<file path="config.mk">
export PLATFORM = sky130hd
export DESIGN_NAME = sram_ctrl
export DESIGN_NICKNAME = d
export VERILOG_FILES = /design/src/rtl/sram_ctrl_pkg.sv /design/src/rtl/sram_ctrl.sv
export SDC_FILE = /design/constraint.sdc
export NUM_CORES = 1
export LEC_CHECK = 0
export CAP_MARGIN = 40
export CELL_PAD_IN_SITES_DETAIL_PLACEMENT = 0
export CELL_PAD_IN_SITES_GLOBAL_PLACEMENT = 1
export CORE_MARGIN = 1
export CORE_UTILIZATION = 32
export CTS_CLUSTER_SIZE = 10
export DETAILED_ROUTE_END_ITERATION = 8
export GPL_ROUTABILITY_DRIVEN = 0
export PLACE_DENSITY = 0.79
export SKIP_CTS_REPAIR_TIMING = 1
export SYNTH_ARGS = -nofsm -noshare
export SYNTH_HDL_FRONTEND = slang
export SYNTH_SLANG_ARGS = --single-unit
</file>
<file path="constraint.sdc">
create_clock -name clk -period 2.25 [get_ports clk]
set_input_delay 0.5625 -clock clk [delete_from_list [all_inputs] [get_ports clk]]
set_output_delay 0.5625 -clock clk [all_outputs]
set_load 0.02 [all_outputs]
</file>
<file path="src/rtl/sram_ctrl_pkg.sv">
// ---------------------------------------------------------------------------
// sram_ctrl_pkg
// Shared types and constants for the SRAM request-side controller.
//   state_t   : controller state encoding
//   LAT_W     : width of the read-latency down-counter (RD_LAT up to 4)
//   CLEAR_VAL : fill value written by the clear sequence and used on reset
// ---------------------------------------------------------------------------
package sram_ctrl_pkg;

  typedef enum logic [2:0] {
    IDLE  = 3'd0,
    WRITE = 3'd1,
    READ  = 3'd2,
    RSP   = 3'd3,
    CLEAR = 3'd4
  } state_t;

  localparam int LAT_W = 3;

  localparam int unsigned CLEAR_VAL = 0;

endpackage

</file>
<file path="src/rtl/sram_ctrl.sv">
// ---------------------------------------------------------------------------
// sram_ctrl
// Request-side initiator for a single-port synchronous SRAM. Accepts one
// read or write at a time on a valid/ready request port, drives the SRAM
// pins, and returns read data on a valid/ready response port. Writes are
// posted (no response).
//
// Optional build macro: MEM_CLEAR_EN
//   When defined, the controller leaves reset in CLEAR and writes CLEAR_VAL
//   to every SRAM address (one per cycle) before accepting requests; the
//   sram_addr register doubles as the clear counter. init_busy is high
//   while this runs. When undefined, init_busy is tied 0.
//
// Ports:
//   clk, rst_n              clock, asynchronous active-low reset
//   req_valid/req_ready     request handshake
//   req_we                  1 = write, 0 = read
//   req_addr, req_wdata     request address / write data
//   rsp_valid/rsp_ready     read response handshake
//   rsp_rdata               read data
//   init_busy               clear sequence running
//   sram_we, sram_addr,
//   sram_wdata, sram_rdata  SRAM pin interface
//
// States:
//   state | meaning
//   IDLE  | ready for a request
//   WRITE | sram_we high for one cycle with registered addr/data
//   READ  | waiting RD_LAT cycles for sram_rdata
//   RSP   | holding read data until rsp_ready
//   CLEAR | filling the SRAM with CLEAR_VAL after reset
// ---------------------------------------------------------------------------
module sram_ctrl
  import sram_ctrl_pkg::*;
#(
  parameter int DATA_W = 32,
  parameter int ADDR_W = 8,
  parameter int RD_LAT = 1
) (
  input  logic              clk,
  input  logic              rst_n,
  input  logic              req_valid,
  output logic              req_ready,
  input  logic              req_we,
  input  logic [ADDR_W-1:0] req_addr,
  input  logic [DATA_W-1:0] req_wdata,
  output logic              rsp_valid,
  input  logic              rsp_ready,
  output logic [DATA_W-1:0] rsp_rdata,
  output logic              init_busy,
  output logic              sram_we,
  output logic [ADDR_W-1:0] sram_addr,
  output logic [DATA_W-1:0] sram_wdata,
  input  logic [DATA_W-1:0] sram_rdata
);

`ifdef MEM_CLEAR_EN
  localparam state_t RESET_STATE = CLEAR;
`else
  localparam state_t RESET_STATE = IDLE;
`endif

  state_t             state_q;
  state_t             state_d;
  logic [LAT_W-1:0]   lat_q;
  logic               we_q;

  // Gated with rst_n so the port is never ready while reset is held.
  assign req_ready = rst_n && (state_q == IDLE);

`ifdef MEM_CLEAR_EN
  // The clear write is driven straight from the state so the fill starts on
  // the first edge after release and finishes in exactly 2**ADDR_W cycles.
  // rst_n gating keeps the SRAM write strobe low while reset is asserted.
  assign init_busy = (state_q == CLEAR);
  assign sram_we   = we_q || (rst_n && (state_q == CLEAR));
`else
  assign init_busy = 1'b0;
  assign sram_we   = we_q;
`endif

  always_ff @(posedge clk or negedge rst_n) begin
    if (!rst_n) begin
      state_q <= RESET_STATE;
    end else begin
      state_q <= state_d;
    end
  end

  always_comb begin
    state_d = state_q;
    case (state_q)
      IDLE: begin
        if (req_valid) begin
          state_d = req_we ? WRITE : READ;
        end
      end
      WRITE: state_d = IDLE;
      READ: begin
        if (lat_q == '0) begin
          state_d = RSP;
        end
      end
      RSP: begin
        if (rsp_ready) begin
          state_d = IDLE;
        end
      end
`ifdef MEM_CLEAR_EN
      CLEAR: begin
        if (sram_addr == '1) begin
          state_d = IDLE;
        end
      end
`endif
      default: state_d = IDLE;
    endcase
  end

  always_ff @(posedge clk or negedge rst_n) begin
    if (!rst_n) begin
      we_q       <= 1'b0;
      sram_addr  <= '0;
      sram_wdata <= DATA_W'(CLEAR_VAL);
      rsp_valid  <= 1'b0;
      rsp_rdata  <= '0;
      lat_q      <= '0;
    end else begin
      we_q <= 1'b0;
      case (state_q)
        IDLE: begin
          if (req_valid) begin
            sram_addr <= req_addr;
            if (req_we) begin
              sram_wdata <= req_wdata;
              we_q       <= 1'b1;
            end else begin
              lat_q <= LAT_W'(RD_LAT);
            end
          end
        end
        READ: begin
          if (lat_q == '0) begin
            rsp_rdata <= sram_rdata;
            rsp_valid <= 1'b1;
          end else begin
            lat_q <= lat_q - LAT_W'(1);
          end
        end
        RSP: begin
          if (rsp_ready) begin
            rsp_valid <= 1'b0;
          end
        end
`ifdef MEM_CLEAR_EN
        CLEAR: begin
          sram_wdata <= DATA_W'(CLEAR_VAL);
          if (sram_addr != '1) begin
            sram_addr <= sram_addr + ADDR_W'(1);
          end
        end
`endif
        default: ;
      endcase
    end
  end

endmodule

</file>
==> results of run 1 <==
[cell usage after synthesis (2+ instances only)]
| master | n |
|---|---|
| nand2_1 | 3 |
| inv_1 | 5 |
| dfrtp_1 | 79 |
| buf_2 | 4 |
| mux2_4 | 28 |
| a22o_1 | 3 |
| ha_1 | 2 |
| or3_2 | 2 |
| o21ai_0 | 5 |
| buf_12 | 4 |
| mux2_2 | 44 |
[state kept, by name (all words and copies together), names as in the netlist]
register / cells
rsp_valid: 1
state_q: 2
sram_wdata: 32
sram_we: 1
lat_q: 3
rsp_rdata: 32
sram_addr: 8
[through the flow]
stage | std cells | instance area, sq um
after floorplan | 192 | 3220
after global placement | 474 | 4880
after detailed placement | 475 | 4900
after CTS | 490 | 5110
after global routing | 490 | 5110
final | 490 | 5110
[power by group through the flow]
stage	Clock [uW]	Sequential (uW)	Combinational (uW)
2_1_floorplan	0	3350	1310
3_3_place_gp	0	2530	3850
3_5_place_dp	0	2550	3940
4_1_cts	1170	2530	3960
5_1_grt	1230	2610	4140
6_report	1130	2520	3900
[per-layer routing]
layer,share of wire [%],GRT usage [%],up-vias
met5,0,0,-
met4,1.2,5.60,0
met3,6.4,4.17,9
met2,49,23.5,82
met1,43,18.8,1099
li1,-,-,991
[path summary, 6_finish.rpt]
path,start,endpoint,slack (ns),depth (start not counted)
setup / recovery,sram_wdata[4],sram_wdata[4],0.35,1
hold / removal,rst_n,state_q[0],0.26,2
setup reg to reg,lat_q[0],rsp_rdata[24],0.52,6
hold reg to reg,rsp_rdata[2],rsp_rdata[2],0.51,1
max in group asynchronous,rst_n,sram_wdata[13],1.41,3
min in group clk,rsp_rdata[2],rsp_rdata[2],0.51,1
[layout make-up]
cell class | count | area, sq um
multi-input cells | 98 | 1110
fillers | 867 | 4660
repair buffers | 160 | 1640
clock buffers | 10 | 128
inverters | 5 | 18.8
flip-flops and latches | 79 | 1980
clock inverters | 5 | 81.3
well taps | 133 | 166
[cell families after synthesis]
| group | count (synthesis) | share of synthesized area [%] |
|---|---|---|
| other cells | 1 | 0.116 |
| flops | 79 | 61.4 |
| fa+ha+maj | 2 | 0.777 |
| mux | 73 | 28.7 |
| compound gates | 11 | 2.21 |
| buf+inv | 15 | 4.27 |
| simple gates | 11 | 2.52 |
==> run_results.csv, run 1 <==
group,metric,value,unit
setup_path,critPathKind,"reg -> out",
pwr,ir_worst_vdd,0.678,mV
sta,max_freq,525,MHz
logic_synthesis,async_flop_share,100,%
sta,setup-violations-final,0,
finish,diodes,0,
sta,layout_setup_ws,0.347,ns
floorplan,die_h,102,um
setup_path,cp-end-kind,"primary output",
logic_synthesis,netlist.area_leader.share,61.4,%
clock_network,clk_pin_slew_worst_paths,0.08,ns
worst_hold_path,min_path_type,"in -> async",
pwr,netSwitchingFraction,34.1,%
pwr,p_leak,0.00219,uW
global_route,grt_first_pass_wirelength,11.6,mm
logic_synthesis,synthesis.nets,271,
sta,grt_setup_unrepaired,"no",
sta,final-hold-violation-count,0,
routing,wirelength,7.44,mm
global_route,antenna_found_initial,0,
sta,post-route-min-period,1.90,ns
setup_path,crit_buf_inv,1,
placement,dp_slack,0.104,ns
floorplan,start_util,33.0,%
clock_network,clock-sinks,79,
pwr,power.density,1480,nW/um^2
floorplan,io_pins,153,
pwr,p_comb_share,51.7,%
routing,drc,0,
routing,vias_per_cell,4.45,
pwr,p_seq_share,33.4,%
global_route,grt_pass1_vias,2298,
sta,setup_tns,0,ns
job,cap_violations,0,
sta,finClkSkew,0.0122,ns
logic_synthesis,syn_avg_cell_area,16.8,sq um
global_route,grt_usage,14.7,%
setup_path,crit_fanout,2,
clock_network,cts_buffers,9,
logic_synthesis,yosysSeqAreaShare,61.4,%
global_route,grt_max_degree,49,
finish,final_common_cell,"clkdlybuf4s50_1",
pwr,pwr-share-clk,15.0,%
finish,utilization,52.3,%
logic_synthesis,synth-edff-count,0,
pwr,internal-power,4970,uW
logic_synthesis,ys_types,24,
placement,dp.final_hpwl,5.52,mm
floorplan,core-area,9770,sq um
logic_synthesis,ys_warn_count,0,
setup_path,cp.required,1.69,ns
routing,wl_per_cell,15.2,um
setup_path,path_delay_family,"buffers and inverters",
logic_synthesis,yosys-top-cells-area,"dfrtp_1, mux2_2, mux2_4",
pwr,p_sw,2570,uW
setup_path,start_kind,"flip-flop",
pwr,total_power,7550,uW
logic_synthesis,synth_flop_cell,"dfrtp_1",
floorplan,die_x,102,um
sta,slew_violations,0,
sta,fin_crit_sh,84.6,%
clock_network,cts_root_buf,"clkbuf_8",
finish,area_growth,58.8,%
floorplan,die_area,10500,sq um
routing,drtIter0Drc,27,
logic_synthesis,yosysTopAreaCell,"dfrtp_1",
sta,hold_slack,0.262,ns
floorplan,num_rows,36,
routing,vias,2181,
status,outcome,"finished, final reports clean",
routing,dr.pass1.iters,4,
setup_path,slowest_delay,0.64,ns
setup_path,arrival,1.34,ns
finish,drive_above_1_share,28.3,%
finish,final_cell_mix,"clkdlybuf4s50_1, dfrtp_1, mux2_2",
setup_path,path_cells,"clkdlybuf4s50_1",
clock_network,h-tree-depth,3,
routing,antenna_left,0,
finish,nets,432,
placement,port_buffers,151,
logic_synthesis,ys_ff_latch,79,
setup_path,cp_slowest_cell,"clkdlybuf4s50_1",
clock_network,clk_path_buf_depth,2,
logic_synthesis,netlist_instances,192,
logic_synthesis,netlist_area,3220,sq um
clock_network,cts_tree,"done",
clock_network,clk_latency,0.34,ns
global_route,grt_overflow,0,
No activity file was read; power rests on OpenSTA's default activity.
==> run 2: changes to the inputs <==
==> constraint.sdc (replaced) <==
create_clock -name clk -period 1.9 [get_ports clk]
set_input_delay 0.475 -clock clk [delete_from_list [all_inputs] [get_ports clk]]
set_output_delay 0.475 -clock clk [all_outputs]
set_load 0.02 [all_outputs]
==> run 2 against run 1 <==
Compared with the run above:
- sequential power rose by 18%
- cell count fell by 0.20%
- clock power rose by 22%
- register-to-register slack got worse by 0.32 ns
- core utilization barely moved
- clock-buffer cell count did not move
- critical path depth did not move
- critical path type unchanged
- critical endpoint is now sram_wdata[28]
==> run_results.csv, run 2 (synthesis results as in run 1) <==
group,metric,value,unit
setup_path,crit_buf_inv,1,
clock_network,cts_tree,"done",
routing,drc,0,
clock_network,cts_root_buf,"clkbuf_8",
clock_network,clk_pin_slew_worst_paths,0.08,ns
finish,finalInstanceArea,5110,sq um
placement,placed_area,4890,sq um
routing,antenna_left,0,
floorplan,core-area,9770,sq um
finish,area_growth,58.6,%
floorplan,io_pins,153,
setup_path,start_kind,"flip-flop",
sta,setup-violations-final,0,
clock_network,cts_buffers,9,
finish,nets,431,
clock_network,clk_path_buf_depth,2,
routing,wirelength,7.20,mm
setup_path,r2r_slack,0.20,ns
routing,wl_per_cell,14.7,um
floorplan,die_h,102,um
global_route,antenna_found_initial,0,
finish,utilization,52.3,%
status,outcome,"finished, final reports clean",
sta,final-hold-violation-count,0,
job,cap_violations,0,
global_route,grt_usage,14.0,%
floorplan,die_x,102,um
worst_hold_path,min_path_type,"in -> async",
placement,port_buffers,151,
setup_path,cp.required,1.42,ns
pwr,ir_worst_vdd,0.742,mV
sta,grt_setup_unrepaired,"no",
setup_path,path_delay_family,"buffers and inverters",
setup_path,path_cells,"clkdlybuf4s50_1",
global_route,grt_pass1_vias,2227,
finish,reg_top3,"rsp_rdata (32), sram_wdata (32), sram_addr (8)",
routing,vias_per_cell,4.41,
sta,fin_crit_sh,95.5,%
floorplan,num_rows,36,
sta,finClkSkew,0.00975,ns
clock_network,clk_latency,0.34,ns
finish,final_cell_mix,"clkdlybuf4s50_1, dfrtp_1, mux2_2",
clock_network,clock-sinks,79,
finish,final_common_cell,"clkdlybuf4s50_1",
global_route,grt_first_pass_wirelength,11.0,mm
setup_path,cp_slowest_cell,"clkdlybuf4s50_1",
placement,dp.final_hpwl,5.27,mm
routing,drtIter0Drc,55,
setup_path,rr_worst_depth,6,
pwr,p_leak,0.00218,uW
finish,diodes,0,
finish,fill_cells,876,
routing,dr.pass1.iters,4,
sta,slew_violations,0,
setup_path,slowest_delay,0.64,ns
sta,setup_tns,0,ns
finish,drive_above_1_share,28.4,%
setup_path,r2r_end,"rsp_rdata[2]",
floorplan,start_util,33.0,%
setup_path,cp-end-kind,"primary output",
setup_path,r2r_start,"lat_q[0]",
sta,hold_slack,0.186,ns
sta,max_freq,551,MHz
routing,vias,2156,
global_route,grt_overflow,0,
setup_path,crit_fanout,2,
clock_network,h-tree-depth,3,
setup_path,critPathKind,"reg -> out",
setup_path,arrival,1.34,ns
global_route,grt_max_degree,43,
floorplan,die_area,10500,sq um
pwr,power.density,1750,nW/um^2
sta,post-route-min-period,1.81,ns
-- run 2: per-layer routing --
layer | track usage, % | up-vias | wire length, um
met5 | 0 | - | 0
met4 | 4.95 | 0 | 76
met3 | 5.40 | 9 | 565
met2 | 23.6 | 81 | 3640
met1 | 16.2 | 1080 | 2920
li1 | - | 986 | -
-- run 2: through the flow --
| stage | power [uW] | worst slack, ns | instances |
|---|---|---|---|
| after floorplan | 5520 | 0.198 | 192 |
| after global placement | 7560 | -0.0643 | 473 |
| after detailed placement | 7650 | -0.0846 | 474 |
| after CTS | 9080 | -0.175 | 489 |
| after global routing | 9460 | 0.0278 | 489 |
| final | 8950 | 0.0854 | 489 |
-- run 2: cell type report --
| class | instances | area [sq um] | area share [%] |
|---|---|---|---|
| sequential | 79 | 1980 | 38.7 |
| timing repair buffer | 159 | 1620 | 31.7 |
| multi-input combinational | 98 | 1110 | 21.7 |
| tap | 133 | 166 | 3.26 |
| clock buffer | 10 | 138 | 2.69 |
| clock inverter | 5 | 82.6 | 1.62 |
| inverter | 5 | 18.8 | 0.367 |
-- run 2: how the worst max path moves through the flow --
stage                   startpoint        endpoint  depth (start not counted)
detailed placement       req_valid  sram_wdata[31]                          5
CTS                     state_q[1]       req_ready                          2
finish              sram_wdata[28]  sram_wdata[28]                          1
floorplan               state_q[0]  sram_wdata[10]                          6
global placement         req_valid   sram_wdata[0]                          5
global route          sram_addr[3]    sram_addr[3]                          1
-- run 2: where the power goes --
group / internal (uW) / leakage, uW / switching [uW] / total [uW]
Clock: 769 / 0.000101 / 613 / 1380
Combinational: 2620 / 0.00114 / 1990 / 4600
Sequential: 2530 / 0.000934 / 433 / 2970
-- run 2: worst reg2reg max path, cell delays in order, from the launching register on --
cell and delay, ns:
dfrtp_1 0.36, inv_1 0.06, ha_1 0.19, ha_1 0.23, nand3_1 0.16, buf_12 0.22
mux2_2 0.37
